## config.mk

```make
export PLATFORM = sky130hd
export DESIGN_NAME = adc_capture_buf_flat
export DESIGN_NICKNAME = d
export VERILOG_FILES = /design/src/rtl/adc_capture_buf_if.sv /design/src/rtl/adc_capture_buf.sv /design/src/flat_wrapper.sv
export SDC_FILE = /design/constraint.sdc
export NUM_CORES = 2
export LEC_CHECK = 0
export BUFFER_PORTS_ARGS = -buffer_cell sky130_fd_sc_hd__buf_2
export CAP_MARGIN = 10
export CORE_UTILIZATION = 35
export CTS_CLUSTER_DIAMETER = 50
export DETAILED_ROUTE_END_ITERATION = 10
export HOLD_SLACK_MARGIN = 0.08
export PLACE_DENSITY_LB_ADDON = 0.15
export SKIP_CTS_REPAIR_TIMING = 1
export SYNTH_ARGS = -nofsm -noshare
export SYNTH_HDL_FRONTEND = slang
export SYNTH_SLANG_ARGS = --single-unit
```

## constraint.sdc

```tcl
create_clock -name clk -period 2.6 [get_ports clk]
set_input_delay 0.26 -clock clk [delete_from_list [all_inputs] [get_ports clk]]
set_output_delay 0.26 -clock clk [all_outputs]
set_load 0.02 [all_outputs]
```

## src/rtl/adc_capture_buf_if.sv

```systemverilog
`default_nettype none
// ============================================================================
//  Module      : adc_capture_buf_if
//  Description : Bundles the sample, trigger-control, status and readout
//                signals of the ADC capture buffer.
//                master : sample source / controller / SPI readout side
//                slave  : the capture buffer itself
//  Signals     : sample_valid, sample, arm, trig, rd_start, rd_next
//                -> towards buffer
//                busy, triggered, done, rd_data
//                -> from buffer
//  Revision    : 1.0 - initial release
// ============================================================================
interface adc_capture_buf_if #(
    parameter int WIDTH = 12
);
    logic             sample_valid;
    logic [WIDTH-1:0] sample;
    logic             arm;
    logic             trig;
    logic             busy;
    logic             triggered;
    logic             done;
    logic             rd_start;
    logic             rd_next;
    logic [WIDTH-1:0] rd_data;

    modport master (
        output sample_valid, sample, arm, trig, rd_start, rd_next,
        input  busy, triggered, done, rd_data
    );

    modport slave (
        input  sample_valid, sample, arm, trig, rd_start, rd_next,
        output busy, triggered, done, rd_data
    );
endinterface
`default_nettype wire

```

## src/rtl/adc_capture_buf.sv

```systemverilog
`default_nettype none
// ============================================================================
//  Module      : adc_capture_buf
//  Description : Triggered capture buffer downstream of the ADC sample
//                stage. It records samples into a circular RAM, keeps PRE
//                pre-trigger samples, fills the rest of the buffer after a
//                trigger, and then freezes. The frozen record is read out
//                oldest-first through rd_start / rd_next.
//  Ports       : clk    - system clock, all logic on posedge
//                reset  - synchronous, active-high reset
//                bus    - adc_capture_buf_if.slave
//                         (sample/arm/trig/readout in, status/rd_data out)
//  Revision    : 1.0 - initial release
// ============================================================================
module adc_capture_buf #(
    parameter int WIDTH      = 12,
    parameter int DEPTH_LOG2 = 8,
    parameter int PRE        = 64
) (
    input wire                clk,
    input wire                reset,
    adc_capture_buf_if.slave  bus
);

    localparam int c_DEPTH = 2 ** DEPTH_LOG2;
    localparam int c_CW    = DEPTH_LOG2 + 1;

    localparam logic [c_CW-1:0] c_PRE_CNT  = c_CW'(PRE);
    localparam logic [c_CW-1:0] c_POST_CNT = c_CW'(c_DEPTH - PRE);

    localparam logic [2:0] c_ST_IDLE  = 3'd0;
    localparam logic [2:0] c_ST_PRE   = 3'd1;
    localparam logic [2:0] c_ST_ARMED = 3'd2;
    localparam logic [2:0] c_ST_POST  = 3'd3;
    localparam logic [2:0] c_ST_DONE  = 3'd4;

    logic [2:0]            r_state;
    logic [DEPTH_LOG2-1:0] r_wptr;
    logic [DEPTH_LOG2-1:0] r_rptr;
    logic [c_CW-1:0]       r_pre_cnt;
    logic [c_CW-1:0]       r_post_cnt;
    logic [WIDTH-1:0]      r_mem [c_DEPTH];
    logic [WIDTH-1:0]      r_rd_data;

    logic                  w_capturing;
    logic                  w_wr_en;
    logic                  w_rd_en;
    logic [DEPTH_LOG2-1:0] w_rd_addr;
    logic [DEPTH_LOG2-1:0] w_wptr_inc;
    logic [c_CW-1:0]       w_pre_cnt_inc;
    logic [c_CW-1:0]       w_post_cnt_inc;

    assign w_capturing = (r_state == c_ST_PRE) || (r_state == c_ST_ARMED) ||
                         (r_state == c_ST_POST);

    // arm outranks everything, so a sample or read in the arm cycle is dropped
    assign w_wr_en = !reset && !bus.arm && bus.sample_valid && w_capturing;
    assign w_rd_en = !reset && !bus.arm && (r_state == c_ST_DONE) &&
                     (bus.rd_start || bus.rd_next);

    // After freezing, wptr points at the oldest sample of the record
    assign w_rd_addr      = bus.rd_start ? r_wptr : r_rptr;
    assign w_wptr_inc     = r_wptr + 1'b1;
    assign w_pre_cnt_inc  = r_pre_cnt + 1'b1;
    assign w_post_cnt_inc = r_post_cnt + 1'b1;

    // Status outputs are decodes of the registered state
    assign bus.busy      = w_capturing;
    assign bus.triggered = (r_state == c_ST_POST) || (r_state == c_ST_DONE);
    assign bus.done      = (r_state == c_ST_DONE);
    assign bus.rd_data   = r_rd_data;

    // Control state machine, pointers and counters
    always_ff @(posedge clk) begin
        if (reset) begin
            r_state    <= c_ST_IDLE;
            r_wptr     <= '0;
            r_rptr     <= '0;
            r_pre_cnt  <= '0;
            r_post_cnt <= '0;
        end else if (bus.arm) begin
            // wptr is left alone; the ring simply keeps rolling
            r_state    <= c_ST_PRE;
            r_pre_cnt  <= '0;
            r_post_cnt <= '0;
        end else begin
            case (r_state)
                c_ST_PRE: begin
                    if (bus.sample_valid) begin
                        r_wptr    <= w_wptr_inc;
                        r_pre_cnt <= w_pre_cnt_inc;
                        if (w_pre_cnt_inc == c_PRE_CNT) begin
                            r_state <= c_ST_ARMED;
                        end
                    end
                end
                c_ST_ARMED: begin
                    if (bus.sample_valid) begin
                        r_wptr <= w_wptr_inc;
                    end
                    if (bus.trig) begin
                        if (bus.sample_valid) begin
                            // The trigger-cycle sample is post sample 0
                            r_post_cnt <= {{(c_CW-1){1'b0}}, 1'b1};
                            r_state    <= (c_POST_CNT == {{(c_CW-1){1'b0}}, 1'b1}) ?
                                          c_ST_DONE : c_ST_POST;
                        end else begin
                            r_post_cnt <= '0;
                            r_state    <= c_ST_POST;
                        end
                    end
                end
                c_ST_POST: begin
                    if (bus.sample_valid) begin
                        r_wptr     <= w_wptr_inc;
                        r_post_cnt <= w_post_cnt_inc;
                        if (w_post_cnt_inc == c_POST_CNT) begin
                            r_state <= c_ST_DONE;
                        end
                    end
                end
                c_ST_DONE: begin
                    if (bus.rd_start) begin
                        r_rptr <= w_wptr_inc;
                    end else if (bus.rd_next) begin
                        r_rptr <= r_rptr + 1'b1;
                    end
                end
                default: begin
                    r_state <= c_ST_IDLE;
                end
            endcase
        end
    end

    // Sample RAM write port; no reset so it maps onto block RAM
    always_ff @(posedge clk) begin
        if (w_wr_en) begin
            r_mem[r_wptr] <= bus.sample;
        end
    end

    // Registered read port; reads only happen in DONE, never alongside a write
    always_ff @(posedge clk) begin
        if (reset) begin
            r_rd_data <= '0;
        end else if (w_rd_en) begin
            r_rd_data <= r_mem[w_rd_addr];
        end
    end

endmodule
`default_nettype wire

```

## src/flat_wrapper.sv

```systemverilog
// flat-port wrapper written by rule: the top's interface ports become plain ports
module adc_capture_buf_flat 
#(
    parameter int WIDTH      = 12,
    parameter int DEPTH_LOG2 = 8,
    parameter int PRE        = 64
)
  (clk, reset, bus_sample_valid, bus_sample, bus_arm, bus_trig, bus_rd_start, bus_rd_next, bus_busy, bus_triggered, bus_done, bus_rd_data);
  adc_capture_buf_if #(.WIDTH(WIDTH)) bus_i ();
  input wire clk;
  input wire reset;
  input wire logic [$bits(bus_i.sample_valid)-1:0] bus_sample_valid;
  input wire logic [$bits(bus_i.sample)-1:0] bus_sample;
  input wire logic [$bits(bus_i.arm)-1:0] bus_arm;
  input wire logic [$bits(bus_i.trig)-1:0] bus_trig;
  input wire logic [$bits(bus_i.rd_start)-1:0] bus_rd_start;
  input wire logic [$bits(bus_i.rd_next)-1:0] bus_rd_next;
  output wire logic [$bits(bus_i.busy)-1:0] bus_busy;
  output wire logic [$bits(bus_i.triggered)-1:0] bus_triggered;
  output wire logic [$bits(bus_i.done)-1:0] bus_done;
  output wire logic [$bits(bus_i.rd_data)-1:0] bus_rd_data;
  assign bus_i.sample_valid = bus_sample_valid;
  assign bus_i.sample = bus_sample;
  assign bus_i.arm = bus_arm;
  assign bus_i.trig = bus_trig;
  assign bus_i.rd_start = bus_rd_start;
  assign bus_i.rd_next = bus_rd_next;
  assign bus_busy = bus_i.busy;
  assign bus_triggered = bus_i.triggered;
  assign bus_done = bus_i.done;
  assign bus_rd_data = bus_i.rd_data;
  adc_capture_buf #(.WIDTH(WIDTH), .DEPTH_LOG2(DEPTH_LOG2), .PRE(PRE)) u_core (.clk(clk), .reset(reset), .bus(bus_i));
endmodule
```

==> impl_metrics.env <==
export IMPL_yosys_top_cells_count="edfxtp_1, nor2_1, a21oi_1"
export IMPL_die_x_um=606
export IMPL_synth_edff_count=3072
export IMPL_timing_fmax_mhz=289
export IMPL_die_area_um2=367000
export IMPL_htree_levels=5
export IMPL_crit_end="u_core.bus.rd_data[0]"
export IMPL_antenna_found_initial=48
export IMPL_drive_above_1_share_pct=26.5
export IMPL_netlist_area_leader_share_pct=72.4
export IMPL_cp_end_kind="flop"
export IMPL_io_buffers=33
export IMPL_start_util_pct=35.2
export IMPL_synth_area_leaders="edfxtp_1, nor2_1, a21oi_1"
export IMPL_first_pass_iters=6
export IMPL_layout_min_cycle_time_ns=3.46
export IMPL_core_um2=363000
export IMPL_ys_async_sr_fraction_pct=0
export IMPL_finalHoldViolations=0
export IMPL_drc=0
export IMPL_die_height_um=606
export IMPL_placed_area_um2=151000
export IMPL_ant_nets=0
export IMPL_p_total_uw=117000
export IMPL_cp_startpoint="u_core.r_rptr[0]"
export IMPL_area_growth_pct=32.2
export IMPL_clock_sinks=3121
export IMPL_vdd_ir_drop_max_v=0.000562
export IMPL_worst_pin_slew_ns=1.08
export IMPL_track_usage_pct=29.5
export IMPL_worstPathMaxFanout=9
export IMPL_yosysMostFrequentCell="edfxtp_1"
export IMPL_postRouteWirelength_um=562000
export IMPL_grt_pass1_vias=91700
export IMPL_fin_ws_ns=-0.859
export IMPL_pin_count=34
export IMPL_synthDistinctLibCells=96
export IMPL_grt_pass1_wl_um=756000
export IMPL_worstSetupPathType="flop to flop"
export IMPL_ys_seq_area_share_pct=73.1
export IMPL_synthCells=9392
export IMPL_path_clk_slew_ns=0.06
export IMPL_grt_max_degree=97
export IMPL_fillerInstances=31700
export IMPL_cp_required_ns=3.37
export IMPL_fin_area_um2=169000
export IMPL_violations="negative setup slack"
export IMPL_status="complete, but fails checks"
export IMPL_period_share_pct=133
export IMPL_clockBufferDepth=4
export IMPL_synth_avg_cell_area_um2=13.6
export IMPL_leakage_uw=0.0559
export IMPL_globalplace_congestion=0.945
export IMPL_synth_seq_cells=3121
export IMPL_slew_viol_final=0
export IMPL_cts_root_buf="clkbuf_16"
export IMPL_rsz0062_at_grt="true"
export IMPL_cts_buffers=409
export IMPL_cap_violations=0
export IMPL_num_rows=221
export IMPL_hold_path_class="primary input to flop"
export IMPL_syn_area_um2=127000
export IMPL_crit_path_start_kind="flop"
export IMPL_num_vias=96300
export IMPL_worst_ep_arrival_time_ns=4.23
export IMPL_synth_area_leader_cell="edfxtp_1"
export IMPL_p_per_area_nw_per_um2=693
export IMPL_cpMostUsedCell="buf_4"
export IMPL_nNetsFinal=11100
export IMPL_max_slew_margin_pct=28.3
export IMPL_slowest_stage="o211ai_1"
export IMPL_first_iter_violations=13700
export IMPL_wl_per_cell_um=34.7
export IMPL_dp_hpwl_um=374000
export IMPL_crit_path_max_incr_delay_ns=0.40
export IMPL_reg2reg_to="u_core.bus.rd_data[0]"
export IMPL_clk_latency_ns=1.01
export IMPL_yosys_warnings=0
export IMPL_finClkSkew_ns=0.0616
export IMPL_routed_via_density=5.95
export IMPL_reg2reg_depth=15
export IMPL_syn_num_nets=9419
export IMPL_rr_startpoint="u_core.r_rptr[0]"
export IMPL_ff2ff_setup_slack_ns=-0.86
export IMPL_ys_flop_type="edfxtp_1"
export IMPL_cts_tree="done"
export IMPL_grt_overflow_total=0
export IMPL_setup_viol=127
export IMPL_crit_chain="buf_8 > nand2_1 > buf_4 > a32oi_4 > buf_12 > buf_8 > buf_4 > o2bb2ai_1 > a21oi_1 > buf_4 > o22ai_1 > buf_4 > a22o_1 > o211ai_1 > o211ai_1"
stage by stage:
| step | setup slack (ns) | setup TNS (ns) | utilization, % | std cells | hold WS [ns] |
|---|---|---|---|---|---|
| after floorplan | -0.130 | -99.61 | - | 9392 | 0.359 |
| after global placement | -1.57 | -17.02 | 41.8 | 15300 | 0.451 |
| after global routing | -0.820 | -10.97 | 46.5 | 16200 | 0.136 |
| final | -0.859 | -12.02 | 46.5 | 16200 | 0.138 |
| after detailed placement | -1.58 | -16.39 | 41.8 | 15300 | 0.467 |
| after CTS | -1.48 | -14.26 | 45.6 | 16000 | -0.443 |
layout by cell type, fill, tap and decap left out, types with 50 or more instances in the layout:
master	n
clkinv_1	58
buf_4	1283
a2bb2oi_1	139
nand3_1	89
edfxtp_1	3072
a211oi_1	204
buf_12	492
a221oi_1	69
nor3_1	61
nor2_4	164
o21ai_0	711
a21oi_1	731
o22ai_1	142
nor2_1	1190
o211ai_1	241
nand2_1	576
clkbuf_16	434
a211o_1	55
o32ai_1	61
nand2b_1	76
o221ai_1	103
bufinv_16	51
clkbuf_1	50
clkinv_2	72
final cells by class:
class                   count  area (um^2)  area share, %
multi-input cells        5538        33600           19.9
inverters                  47          180          0.107
clock buffers             467        10600           6.29
well taps                4794         6000           3.56
flip-flops and latches   3121        93200           55.3
diodes                     17         42.5         0.0252
clock inverters           292         3290           1.95
repair buffers           1921        21600           12.8
worst min path at each step:
stage	depth (start not counted)	endpoint	start
2_1_floorplan	0	u_core.r_mem[0][0]	bus_sample[0]
3_3_place_gp	2	u_core.r_post_cnt[8]	u_core.r_post_cnt[8]
3_5_place_dp	2	u_core.r_post_cnt[8]	u_core.r_post_cnt[8]
4_1_cts	3	u_core.r_post_cnt[0]	bus_sample_valid
5_1_grt	5	u_core.r_rptr[3]	bus_rd_next
6_report	5	u_core.r_rptr[3]	bus_rd_next
state kept, by name, summed over array words and instances, names as in the netlist:
signal              cells
u_core.r_pre_cnt        9
u_core.r_rptr           8
u_core.r_post_cnt       9
u_core.r_state          3
u_core.r_wptr           8
u_core.r_mem         3072
u_core.bus.rd_data     12
critical path, delay by kind of cell (launching register included):
family / cells / cell delay, ns
AO/OA/AOI/OAI: 7 / 1.51
flip-flops: 1 / 0.38
buffers and inverters: 7 / 1.17
AND/OR/NAND/NOR: 1 / 0.09
power by group:
part	internal [uW]	switching (uW)
clock	34600	23200
sequential	55200	5.63
combinational	1080	2650
total	90900	25900
per-layer routing:
layer,wire length [um],share of wire [%],global-route usage [%]
met5,127,0.023,0
met4,27400,4.9,12.7
met3,54000,9.6,5.72
met2,248000,44,44.8
met1,232000,41,41.2
cells by family after synthesis:
group | Yosys count | synth area share [%]
DFF | 3121 | 73.1
AOI/OAI and AO/OA | 3037 | 15.6
adders and majority gates | 8 | 0.0785
buffers and inverters | 733 | 2.76
muxes | 21 | 0.201
xor gates and xnor gates | 20 | 0.137
and+or+nand+nor | 2452 | 8.11
(Power assumes the default switching activity.)
